File: config.mk
export PLATFORM = sky130hd
export DESIGN_NAME = sap_clock_ctrl
export DESIGN_NICKNAME = d
export VERILOG_FILES = /design/src/rtl/sap_ctrl_pkg.sv /design/src/rtl/sap_clock_ctrl_rise_detect.sv /design/src/rtl/sap_clock_ctrl.sv
export SDC_FILE = /design/constraint.sdc
export NUM_CORES = 1
export LEC_CHECK = 0
export CORE_ASPECT_RATIO = 0.5
export CORE_MARGIN = 2
export CORE_UTILIZATION = 63
export CTS_CLUSTER_SIZE = 12
export DETAILED_ROUTE_END_ITERATION = 8
export PLACE_DENSITY_LB_ADDON = 0.25
export SLEW_MARGIN = 20
export SYNTH_ARGS = -nofsm -noshare
export SYNTH_HDL_FRONTEND = slang
export SYNTH_SLANG_ARGS = --single-unit
File: constraint.sdc
create_clock -name clk -period 5.35 [get_ports clk]
set_input_delay 1.07 -clock clk [delete_from_list [all_inputs] [get_ports clk]]
set_output_delay 1.07 -clock clk [all_outputs]
set_load 0.1 [all_outputs]
File: src/rtl/sap_ctrl_pkg.sv
// rtl/sap_ctrl_pkg.sv - shared types and constants for the SAP-1 clock controller
package sap_ctrl_pkg;

  typedef enum logic [1:0] {
    CTRL_MANUAL = 2'b00,
    CTRL_RUN    = 2'b01,
    CTRL_HALTED = 2'b10
  } ctrl_state_t;

  // Button history starts "pressed" so a button held through reset is not seen as a press.
  localparam logic HIST_RESET_VAL = 1'b1;

endpackage

File: src/rtl/sap_clock_ctrl_rise_detect.sv
// rtl/sap_clock_ctrl_rise_detect.sv - rise_detect: 1-bit history register producing a press strobe
module rise_detect
  import sap_ctrl_pkg::*;
#(
  parameter logic RESET_VAL = HIST_RESET_VAL
) (
  input  logic clk,
  input  logic rst_n,
  input  logic d,
  output logic press
);

  logic hist;

  always_ff @(posedge clk or negedge rst_n) begin
    if (!rst_n) begin
      hist <= RESET_VAL;
    end else begin
      hist <= d;
    end
  end

  assign press = d & ~hist;

endmodule

File: src/rtl/sap_clock_ctrl.sv
// rtl/sap_clock_ctrl.sv - SAP-1 clock-enable sequencer (MANUAL/RUN/HALTED)
// Optional step auto-repeat is enabled by defining SAP_CLK_STEP_REPEAT_EN.
module sap_clock_ctrl
  import sap_ctrl_pkg::*;
#(
  parameter int DIV_COUNT     = 50_000_000,
  parameter int REPEAT_DELAY  = 25_000_000,
  parameter int REPEAT_PERIOD = 5_000_000
) (
  input  logic clk,
  input  logic rst_n,
  input  logic step_pb,
  input  logic mode_pb,
  input  logic clr_pb,
  input  logic hlt,
  output logic clk_en,
  output logic cpu_clr,
  output logic run_mode,
  output logic halted
);

  localparam int               CNT_W   = $clog2(DIV_COUNT);
  localparam logic [CNT_W-1:0] CNT_MAX = CNT_W'(DIV_COUNT - 1);

  if (DIV_COUNT < 2 || REPEAT_DELAY < 1 || REPEAT_PERIOD < 1) begin : g_param_check
    $error("sap_clock_ctrl: DIV_COUNT must be >= 2 and repeat timings >= 1");
  end

  ctrl_state_t      state, state_nxt;
  logic [CNT_W-1:0] cnt, cnt_nxt;
  logic             clk_en_nxt, cpu_clr_nxt;
  logic             step_press, mode_press, clr_press;
  logic             hlt_mask;
  logic             hlt_act;

`ifdef SAP_CLK_STEP_REPEAT_EN
  localparam int REP_MAX = (REPEAT_DELAY > REPEAT_PERIOD) ? REPEAT_DELAY : REPEAT_PERIOD;
  localparam int REP_W   = $clog2(REP_MAX + 1);
  localparam logic [REP_W-1:0] REP_DELAY_LAST  = REP_W'(REPEAT_DELAY - 1);
  localparam logic [REP_W-1:0] REP_PERIOD_LAST = REP_W'(REPEAT_PERIOD - 1);

  logic             rep_active, rep_active_nxt;
  logic             rep_periodic, rep_periodic_nxt;
  logic [REP_W-1:0] rep_cnt, rep_cnt_nxt;
  logic             rep_due;

  assign rep_due = rep_periodic ? (rep_cnt == REP_PERIOD_LAST) : (rep_cnt == REP_DELAY_LAST);
`endif

  rise_detect #(.RESET_VAL(HIST_RESET_VAL)) u_step_rd (
    .clk(clk), .rst_n(rst_n), .d(step_pb), .press(step_press)
  );
  rise_detect #(.RESET_VAL(HIST_RESET_VAL)) u_mode_rd (
    .clk(clk), .rst_n(rst_n), .d(mode_pb), .press(mode_press)
  );
  rise_detect #(.RESET_VAL(HIST_RESET_VAL)) u_clr_rd (
    .clk(clk), .rst_n(rst_n), .d(clr_pb), .press(clr_press)
  );

  // hlt is masked for one edge after a clear so the CPU has time to drop it.
  assign hlt_act = hlt & ~hlt_mask;

  always_ff @(posedge clk or negedge rst_n) begin
    if (!rst_n) begin
      state    <= CTRL_MANUAL;
      cnt      <= '0;
      clk_en   <= 1'b0;
      cpu_clr  <= 1'b0;
      run_mode <= 1'b0;
      halted   <= 1'b0;
      hlt_mask <= 1'b0;
    end else begin
      state    <= state_nxt;
      cnt      <= cnt_nxt;
      clk_en   <= clk_en_nxt;
      cpu_clr  <= cpu_clr_nxt;
      run_mode <= (state_nxt == CTRL_RUN);
      halted   <= (state_nxt == CTRL_HALTED);
      hlt_mask <= clr_press;
    end
  end

`ifdef SAP_CLK_STEP_REPEAT_EN
  always_ff @(posedge clk or negedge rst_n) begin
    if (!rst_n) begin
      rep_active   <= 1'b0;
      rep_periodic <= 1'b0;
      rep_cnt      <= '0;
    end else begin
      rep_active   <= rep_active_nxt;
      rep_periodic <= rep_periodic_nxt;
      rep_cnt      <= rep_cnt_nxt;
    end
  end
`endif

  always_comb begin
    state_nxt = state;
    if (clr_press) begin
      state_nxt = CTRL_MANUAL;
    end else if (hlt_act && state != CTRL_HALTED) begin
      state_nxt = CTRL_HALTED;
    end else begin
      case (state)
        CTRL_MANUAL: if (mode_press) state_nxt = CTRL_RUN;
        CTRL_RUN:    if (mode_press) state_nxt = CTRL_MANUAL;
        CTRL_HALTED: state_nxt = CTRL_HALTED;
        default:     state_nxt = CTRL_MANUAL;
      endcase
    end
  end

  // Every path that does not explicitly keep counting leaves the counters cleared.
  always_comb begin
    clk_en_nxt  = 1'b0;
    cpu_clr_nxt = 1'b0;
    cnt_nxt     = '0;
`ifdef SAP_CLK_STEP_REPEAT_EN
    rep_active_nxt   = 1'b0;
    rep_periodic_nxt = 1'b0;
    rep_cnt_nxt      = '0;
`endif
    if (clr_press) begin
      cpu_clr_nxt = 1'b1;
    end else if (hlt_act && state != CTRL_HALTED) begin
      clk_en_nxt = 1'b0;
    end else begin
      case (state)
        CTRL_MANUAL: begin
          if (!mode_press) begin
            if (step_press) begin
              clk_en_nxt = 1'b1;
`ifdef SAP_CLK_STEP_REPEAT_EN
              rep_active_nxt = 1'b1;
`endif
            end
`ifdef SAP_CLK_STEP_REPEAT_EN
            else if (rep_active && step_pb) begin
              rep_active_nxt = 1'b1;
              if (rep_due) begin
                clk_en_nxt       = 1'b1;
                rep_periodic_nxt = 1'b1;
              end else begin
                rep_cnt_nxt      = rep_cnt + 1'b1;
                rep_periodic_nxt = rep_periodic;
              end
            end
`endif
          end
        end
        CTRL_RUN: begin
          if (!mode_press) begin
            if (cnt == CNT_MAX) begin
              clk_en_nxt = 1'b1;
            end else begin
              cnt_nxt = cnt + 1'b1;
            end
          end
        end
        default: clk_en_nxt = 1'b0;
      endcase
    end
  end

endmodule

==> results of run 1 <==
[Yosys cell counts (5+ instances only)]
library cell and n:
nand3_1 9, o21ai_0 5, o31ai_1 7, nand4_1 9, or4_1 9, nor2_1 5
or3_1 5, nor3_1 15, xnor2_1 6, dfrtp_1 32, nand2_1 12, a211oi_1 10
xor2_1 8
[state kept, by name (all words and copies together) (netlist names)]
register and count:
clk_en 1, cnt 26, cpu_clr 1, halted 1
run_mode 1, state 2, u_clr_rd.hist 1, u_mode_rd.hist 1
u_step_rd.hist 1
[area by class of cell]
| class | count | area (um2) | share of cell area |
|---|---|---|---|
| flip-flops and latches | 35 | 880 | 0.444 |
| multi-input cells | 125 | 837 | 0.423 |
| repair buffers | 11 | 105 | 0.0531 |
| clock buffers | 8 | 100 | 0.0506 |
| well taps | 37 | 46.3 | 0.0234 |
| inverters | 3 | 11.3 | 0.00569 |
[power groups by stage]
stage	sequential, W	combinational [W]	clock, W
5_1_grt	0.000273	0.0000387	0.000221
3_5_place_dp	0.000278	0.0000363	0
3_3_place_gp	0.000277	0.0000358	0
2_1_floorplan	0.000292	0.00000651	0
6_report	0.000273	0.0000358	0.000207
4_1_cts	0.000273	0.0000364	0.000209
[cells by family after synthesis]
group	synth area share
buf+inv	0.0372
compound gates	0.0954
fa+ha+maj	0.00702
flops	0.493
simple gates	0.298
xor+xnor	0.0688
[layout by cell type, fill, tap and decap left out]
| cell type | synthesis | layout |
|---|---|---|
| a211oi_1 | 10 | 10 |
| a211oi_2 | 1 | 1 |
| a21oi_1 | 1 | 1 |
| and2_1 | 1 | 1 |
| and3_1 | 2 | 2 |
| and3_2 | 1 | 1 |
| and4_1 | 3 | 3 |
| buf_4 | 0 | 2 |
| clkbuf_1 | 3 | 1 |
| clkbuf_8 | 0 | 7 |
| clkdlybuf4s50_1 | 0 | 9 |
| dfrtp_1 | 32 | 32 |
| dfstp_2 | 3 | 3 |
| ha_1 | 1 | 1 |
| inv_1 | 3 | 3 |
| nand2_1 | 12 | 12 |
| nand3_1 | 9 | 9 |
| nand4_1 | 9 | 9 |
| nand4_4 | 1 | 1 |
| nor2_1 | 5 | 5 |
| nor2b_1 | 3 | 3 |
| nor3_1 | 15 | 15 |
| nor3b_1 | 1 | 1 |
| nor4_1 | 3 | 3 |
| nor4_4 | 1 | 1 |
| nor4b_1 | 1 | 1 |
| o21ai_0 | 5 | 5 |
| o31ai_1 | 7 | 7 |
| or2_1 | 1 | 1 |
| or2b_1 | 1 | 1 |
| or3_1 | 5 | 5 |
| or3_2 | 1 | 1 |
| or4_1 | 9 | 9 |
| or4_4 | 2 | 2 |
| xnor2_1 | 6 | 6 |
| xor2_1 | 8 | 8 |
[worst paths after layout]
kind,from,to,cells after the start
worst max-delay path,clr_pb,cnt[22]$_DFF_PN0_,5
worst min-delay path,state[1]$_DFF_PN0_,run_mode$_DFF_PN0_,1
worst max register to register,cnt[0]$_DFF_PN0_,cnt[22]$_DFF_PN0_,5
worst min register to register,state[1]$_DFF_PN0_,run_mode$_DFF_PN0_,1
max in group asynchronous,rst_n,u_mode_rd.hist$_DFF_PN1_,2
min in group asynchronous,rst_n,state[0]$_DFF_PN0_,2
[critical path, stage by stage]
cell	delay (ns)
clkdlybuf4s50_1	0.42
nor2b_1	0.19
nor4_1	0.35
nand2_1	0.62
a211oi_1	0.49
[routing by layer]
layer	wire length (um)	vias up	part of all wire	global-route usage
li1	-	670	-	-
met1	1620	700	0.45	0.332
met2	1720	34	0.47	0.405
met3	206	9	0.057	0.0826
met4	72	0	0.020	0.114
met5	0	-	0	0
[through the flow]
step / cell area, um2 / utilization / instances / setup WS, ns
2_1_floorplan: 1780 / - / 171 / 2.97
3_3_place_gp: 1880 / 0.713 / 211 / 2.22
3_5_place_dp: 1880 / 0.713 / 211 / 2.11
4_1_cts: 1980 / 0.751 / 219 / 2.35
5_1_grt: 1980 / 0.751 / 219 / 2.12
6_report: 1980 / 0.751 / 219 / 2.37
==> summary.md, run 1 <==
| Metric | Value |
|---|---|
| Final hold slack | 0.488 ns |
| Core ar. | 0.00264 mm2 |
| Max Clk Rate | 335 MHz |
| IO buf count | 9 |
| Routed Antenna Nets | 0 |
| Cells after Synth | 171 |
| Ys async rst share | 1.00 |
| Leakage | 0.729 nW |
| Max Clock Skew | 0.00530 ns |
| Total of max-cap violations | 0 |
| Initial antenna violation count | 0 |
| Number of synthesis warnings | 0 |
| Crit end category | register |
| Starting Density | 0.677 |
| Share of cells above drive strength 1 | 0.104 |
| DRT Wirelength | 3620 um |
| P_int | 0.000397 W |
| CTS tree | done |
| Synth area leader | dfrtp_1 |
| Synth unique cells | 35 |
| Final min period | 2.98 ns |
| Post-Syn Area | 0.00178 mm2 |
| Max Slew Vio Count | 0 |
| First-pass GRT wire length | 6400 um |
| Largest net degree at the start of global routing | 36 |
| Post-CTS Setup Bufs | 0 |
| Final Wtd Congestion | 0.831 |
| DRT Pass-1 Iters | 4 |
| Slew at the pin closest to its max-slew limit | 0.968 ns |
| Clock share of power | 0.402 |
| Setup TNS Final | 0 ns |
| Slew margin rel. | 0.353 |
| Sequential Power Share | 0.529 |
| Final setup fails | 0 |
| Ports | 10 |
| Diodes inserted | 0 |
| Die area | 0.00330 mm2 |
| Number of fill cells in the layout | 194 |
| WS Path Type | in -> reg |
| Vias/cell | 6.45 |
| Number of CTS-inserted buffers | 5 |
| Net switching power | 0.000119 W |
| Pwr Density | 261 mW/mm2 |
| CP max FO | 27 |
| Synth top area cells | dfrtp_1 (45%), dfstp_2 (4.4%), a211oi_1 (4.2%) |
| # hold bufs at CTS | 0 |
| DR iter-0 viols | 75 |
| Clock-pin slew on the worst setup and hold paths | 0.07 ns |
| IR drop worst, VDD | 0.176 mV |
| Hold Vio Cnt, Final | 0 |
| Vias in the first global route | 1385 |
| Ys flop type | dfrtp_1 |
| Total Nets Final | 188 |
| Startpoint types | primary input |
| Layout Area Growth over Synthesis | 11.0% |
| R2R setup slack | 2.89 ns |
| Logic pwr share | 0.069 |
| H-Tree Depth | 2 |
| Root Buffer | clkbuf_8 |
| Synth top area share | 0.449 |
| Overflow after GRT | 0 |
| Die height | 41.6 um |
| FF+latch count, synth | 35 |
| Outcome | complete, no violations |
| Post-synth EDFFs | 0 |
| Hold Path Class | reg -> reg |
| Switching part of the total power | 0.230 |
| Post-DP HPWL | 2400 um |
| Total number of vias | 1413 |
| Post-DR wirelength/cell | 16.5 um |
| Post-Syn Nets | 178 |
| CTS max path bufs | 2 |
| Die Width | 79.2 um |
| Drc violations | 0 |
| Avg Inst Size Synth | 10.4 um2 |
| Post-route clock period utilization | 0.557 |
| Clock sinks | 35 |
| GRT Resource Usage Total | 0.258 |
| Crit path required time | 5.52 ns |
| Total power draw | 0.000516 W |
| CTS resizes | 0 |
| Clk_lat worst skew | 0.29 ns |
| Crit path DAT | 3.15 ns |
| Register area share after synthesis | 0.493 |
| RSZ-0062 raised after global routing | no |
| Placement row count | 13 |
Power figures use the tool's default switching activity.
==> run 2: changes to the inputs <==
Settings changed: CORE_UTILIZATION 63 to 58.
Clock period 5.35 ns to 2.8 ns, I/O delays scaled along.
==> summary.md, run 2 (synthesis results as in run 1) <==
| Metric | Value |
|---|---|
| Outcome | complete, no violations |
| Net switching power | 0.000224 W |
| IO buf count | 9 |
| Max Clock Skew | 0.00526 ns |
| Die area | 0.00356 mm2 |
| Drc violations | 0 |
| Number of buffers and inverters on the critical path | 0 |
| CTS resizes | 0 |
| R2R depth | 5 |
| DR iter-0 viols | 88 |
| Die Width | 82.4 um |
| Die height | 43.2 um |
| Crit path required time | 2.98 ns |
| Routed Antenna Nets | 0 |
| Crit-path max cell delay | 0.56 ns |
| IR drop worst, VDD | 0.283 mV |
| First-pass GRT wire length | 6020 um |
| RSZ-0062 raised after global routing | no |
| Utilization after layout | 0.662 |
| Post-route clock period utilization | 0.797 |
| Delay-heaviest family, CP | simple AND/OR/NAND/NOR gates |
| Starting Density | 0.602 |
| Layout Area Growth over Synthesis | 9.96% |
| DRT Wirelength | 3560 um |
| Ports | 10 |
| Top reg by flops | cnt |
| Largest net degree at the start of global routing | 36 |
| Setup TNS Final | 0 ns |
| Switching part of the total power | 0.239 |
| Final min period | 2.23 ns |
| CTS max path bufs | 2 |
| Hold Path Class | reg -> reg |
| Hold Path End | run_mode$_DFF_PN0_ |
| Leakage | 0.727 nW |
| Clock-pin slew on the worst setup and hold paths | 0.07 ns |
| Area after DPL | 0.00188 mm2 |
| Pwr Density | 476 mW/mm2 |
| DRT Pass-1 Iters | 4 |
| CP max FO | 11 |
| Slew at the pin closest to its max-slew limit | 0.433 ns |
| Overflow after GRT | 0 |
| Share of cells above drive strength 1 | 0.120 |
| Max Clk Rate | 448 MHz |
| GRT Resource Usage Total | 0.232 |
| Slew margin rel. | 0.711 |
| Final setup fails | 0 |
| Total of max-cap violations | 0 |
| # hold bufs at CTS | 0 |
| R2r startpoint | cnt[0]$_DFF_PN0_ |
| Number of fill cells in the layout | 235 |
| Post-CTS Setup Bufs | 0 |
| Diodes inserted | 0 |
| Post-DR wirelength/cell | 15.9 um |
| Top flop regs | cnt (26), state (2) |
| Most frequent cells in the layout | dfrtp_1 (32), nor3_1 (15), nand2_1 (12) |
| Reg2reg end | cnt[24]$_DFF_PN0_ |
| R2R setup slack | 0.57 ns |
| Initial antenna violation count | 0 |
| Clock share of power | 0.370 |
| Placement row count | 14 |
| H-Tree Depth | 2 |
| Slowest stage cell on the critical path | or4_1 |
| Crit path DAT | 2.42 ns |
| Total Nets Final | 189 |
| CTS tree | done |
| Post-DP HPWL | 2400 um |
| Hold_sp | state[1]$_DFF_PN0_ |
| Cell area after layout | 0.00196 mm2 |
| Vias/cell | 6.17 |
| Crit end category | register |
| Number of CTS-inserted buffers | 5 |
| Logic pwr share | 0.072 |
| Total number of vias | 1377 |
| Vias in the first global route | 1370 |
| Final Wtd Congestion | 0.809 |
| Startpoint types | register |
| Crit-path cells | ha_1 -> and4_1 -> nand4_1 -> or4_1 -> a211oi_1 |
| Sequential Power Share | 0.558 |
| Root Buffer | clkbuf_8 |
| Max reg flops | 26 |
| Clock sinks | 35 |
| Hold Vio Cnt, Final | 0 |
| Clk_lat worst skew | 0.28 ns |
| Hold path depth | 1 |
| Commonest non-fill, non-tap cell in the layout | dfrtp_1 |
| Core ar. | 0.00296 mm2 |
| Max Slew Vio Count | 0 |
| Total power draw | 0.000934 W |
| WS Path Type | reg -> reg |
| P_int | 0.000710 W |
## run 2: changes by cell type in the layout (fill, tap and decap cells not counted), sizes merged
| cell | previous run | this run |
|---|---|---|
| buf | 2 | 7 |
| clkdlybuf4s50 | 9 | 5 |
## run 2: through the flow
| stage | worst slack [ns] | std cells | hold WS, ns |
|---|---|---|---|
| CTS | 0.586 | 223 | 0.497 |
| global placement | 0.576 | 215 | 0.482 |
| floorplan | 0.647 | 171 | 0.264 |
| finish | 0.568 | 223 | 0.503 |
| global route | 0.363 | 223 | 0.526 |
| detailed placement | 0.500 | 215 | 0.495 |
## run 2: power groups by stage
| stage | Sequential, W | Clock [W] | Combinational (W) |
|---|---|---|---|
| floorplan | 0.000558 | 0 | 0.0000124 |
| detailed placement | 0.000530 | 0 | 0.0000687 |
| finish | 0.000521 | 0.000345 | 0.0000674 |
| CTS | 0.000521 | 0.000357 | 0.0000690 |
| global placement | 0.000530 | 0 | 0.0000676 |
| global route | 0.000522 | 0.000374 | 0.0000729 |
## run 2: layout make-up
cell class / instances / area (um2) / area share
Timing Repair Buffer: 12 / 103 / 0.0523
Multi-Input combinational cell: 125 / 837 / 0.427
Inverter: 3 / 11.3 / 0.00574
Tap cell: 40 / 50.0 / 0.0255
Clock buffer: 8 / 80.1 / 0.0408
Sequential cell: 35 / 880 / 0.449
## run 2: worst max-delay path by stage
| stage | start | endpoint | slack [ns] | cells after the start |
|---|---|---|---|---|
| after floorplan | cpu_clr$_DFF_PN0_ | cnt[21]$_DFF_PN0_ | 0.65 | 5 |
| after global placement | clr_pb | cnt[16]$_DFF_PN0_ | 0.58 | 6 |
| after detailed placement | clr_pb | cnt[24]$_DFF_PN0_ | 0.50 | 6 |
| after CTS | cnt[0]$_DFF_PN0_ | cnt[24]$_DFF_PN0_ | 0.59 | 5 |
| after global routing | cnt[0]$_DFF_PN0_ | cnt[24]$_DFF_PN0_ | 0.36 | 5 |
| final | cnt[0]$_DFF_PN0_ | cnt[24]$_DFF_PN0_ | 0.57 | 5 |
## run 2: per-layer routing
| layer | wire length (um) | track usage |
|---|---|---|
| met5 | 0 | 0 |
| met4 | 53 | 0.0900 |
| met3 | 219 | 0.0936 |
| met2 | 1640 | 0.368 |
| met1 | 1650 | 0.283 |
==> run 3: changes to the inputs <==
Clock period 2.8 ns to 2.2 ns, I/O delays scaled along.
==> summary.md, run 3 (synthesis results as in run 1) <==
| Metric | Value |
|---|---|
| Die height | 43.2 um |
| Outcome | complete, no violations |
| Initial antenna violation count | 0 |
| Max Slew Vio Count | 0 |
| Post-DR wirelength/cell | 15.7 um |
| Starting Density | 0.602 |
| CP max FO | 25 |
| Die Width | 82.4 um |
| Cell area after layout | 0.00201 mm2 |
| Clk_lat worst skew | 0.28 ns |
| Root Buffer | clkbuf_8 |
| Top flop regs | cnt (26), state (2) |
| GRT Resource Usage Total | 0.237 |
| Area used by multi-input combinational logic | 837 um2 |
| Routed met3 length | 221 um |
| Total number of vias | 1423 |
| Leakage | 0.758 nW |
| Final Wtd Congestion | 0.803 |
| Max reg flops | 26 |
| DR iter-0 viols | 128 |
| Most frequent cells in the layout | dfrtp_1 (32), nor3_1 (15), nand2_1 (12) |
| IO buf count | 9 |
| Setup TNS Final | 0 ns |
| Crit-path max cell delay | 0.46 ns |
| Crit-path cells | nor4b_1 -> or2b_1 -> nor4_4 -> buf_12 -> nor3_1 |
| Crit end category | register |
| Max Clk Rate | 518 MHz |
| Die area | 0.00356 mm2 |
| Pwr Density | 608 mW/mm2 |
| Clock-pin slew on the worst setup and hold paths | 0.07 ns |
| R2R depth | 5 |
| Top Layer Used | met4 |
| Number of fill cells in the layout | 228 |
| IR drop worst, VDD | 0.351 mV |
| Post-DP HPWL | 2460 um |
| WS Path Type | reg -> reg |
| Placement row count | 14 |
| Total of max-cap violations | 0 |
| Routed Antenna Nets | 0 |
| Slew margin rel. | 0.709 |
| Top reg by flops | cnt |
| Vias/cell | 6.27 |
| Final setup fails | 0 |
| Final min period | 1.93 ns |
| Register Area | 880 um2 |
| RSZ-0062 raised after global routing | no |
| Diodes inserted | 0 |
| Ports | 10 |
| H-Tree Depth | 2 |
| DRT Wirelength | 3560 um |
| Area after DPL | 0.00192 mm2 |
| Commonest non-fill, non-tap cell in the layout | dfrtp_1 |
| First-pass GRT wire length | 6240 um |
| Overflow after GRT | 0 |
| Vias in the first global route | 1336 |
| Startpoint types | register |
| Hold path depth | 1 |
| DR WL met2 | 1700 um |
| CTS tree | done |
| DRT Pass-1 Iters | 4 |
| Max Clock Skew | 0.00778 ns |
| Total Nets Final | 193 |
| Slowest stage cell on the critical path | dfrtp_1 |
| Clock sinks | 35 |
| Largest net degree at the start of global routing | 36 |
| Crit path required time | 2.36 ns |
| Number of CTS-inserted buffers | 5 |
| CTS max path bufs | 2 |
| Share of cells above drive strength 1 | 0.150 |
| Hold Path Class | reg -> reg |
| # hold bufs at CTS | 0 |
| Met1 WL | 1610 um |
| Layout Area Growth over Synthesis | 13.0% |
| Post-route clock period utilization | 0.878 |
| Crit path DAT | 2.09 ns |
| Slew at the pin closest to its max-slew limit | 0.436 ns |
| Core ar. | 0.00296 mm2 |
| Hold Vio Cnt, Final | 0 |
| Drc violations | 0 |
-- run 3: cell count changes in the layout (fill, tap and decap cells not counted) --
| cell | before | now |
|---|---|---|
| buf_4 | 7 | 10 |
| clkbuf_1 | 3 | 1 |
| buf_12 | 0 | 1 |
| clkbuf_8 | 5 | 6 |
| clkinv_2 | 0 | 1 |
-- run 3: layout make-up --
type / instances / area share
Sequential cell: 35 / 0.437
Multi-Input combinational cell: 125 / 0.416
Clock buffer: 7 / 0.0429
Inverter: 3 / 0.00559
Tap cell: 40 / 0.0248
Timing Repair Buffer: 16 / 0.0720
Clock inverter: 1 / 0.00248
-- run 3: what timing repair did --
action                     4_1_cts  5_1_grt
setup endpoints to repair        0        1
resized for setup                0        0
setup buffers                    0        1
-- run 3: worst paths after layout --
kind,startpoint,endpoint,slack (ns)
worst min register to register,state[1]$_DFF_PN0_,state[0]$_DFF_PN0_,0.51
min in group asynchronous,rst_n,state[0]$_DFF_PN0_,0.56
worst max-delay path,cnt[16]$_DFF_PN0_,cnt[4]$_DFF_PN0_,0.27
worst max register to register,cnt[16]$_DFF_PN0_,cnt[4]$_DFF_PN0_,0.27
max in group asynchronous,rst_n,u_step_rd.hist$_DFF_PN1_,1.30
worst min-delay path,state[1]$_DFF_PN0_,state[0]$_DFF_PN0_,0.51
-- run 3: layer usage --
metal | track usage | vias up
met5 | 0 | -
met4 | 0.0600 | 0
met3 | 0.0702 | 2
met2 | 0.382 | 38
met1 | 0.314 | 708
li1 | - | 675
-- run 3: per-stage QoR --
step                 util  setup WS (ns)  hold WS (ns)  std cells  total power (W)
floorplan               -         0.0468         0.144        171         0.000726
global placement    0.647          0.222         0.489        218         0.000762
detailed placement  0.647          0.144         0.498        218         0.000765
CTS                 0.678          0.179         0.511        226          0.00124
global route        0.680          0.131         0.529        227          0.00126
finish              0.680          0.268         0.506        227          0.00123
-- run 3: power breakdown --
part	switching [W]	internal, W
registers	0.00000624	0.000657
logic	0.0000645	0.0000234
clock network	0.000222	0.000252
total	0.000293	0.000933
-- run 3: critical path, delay by kind of cell, from the launching register on --
kind                   cells  cell delay (ns)
buffers and inverters      1             0.21
AND/OR/NAND/NOR            4             1.14
flip-flops                 1             0.46
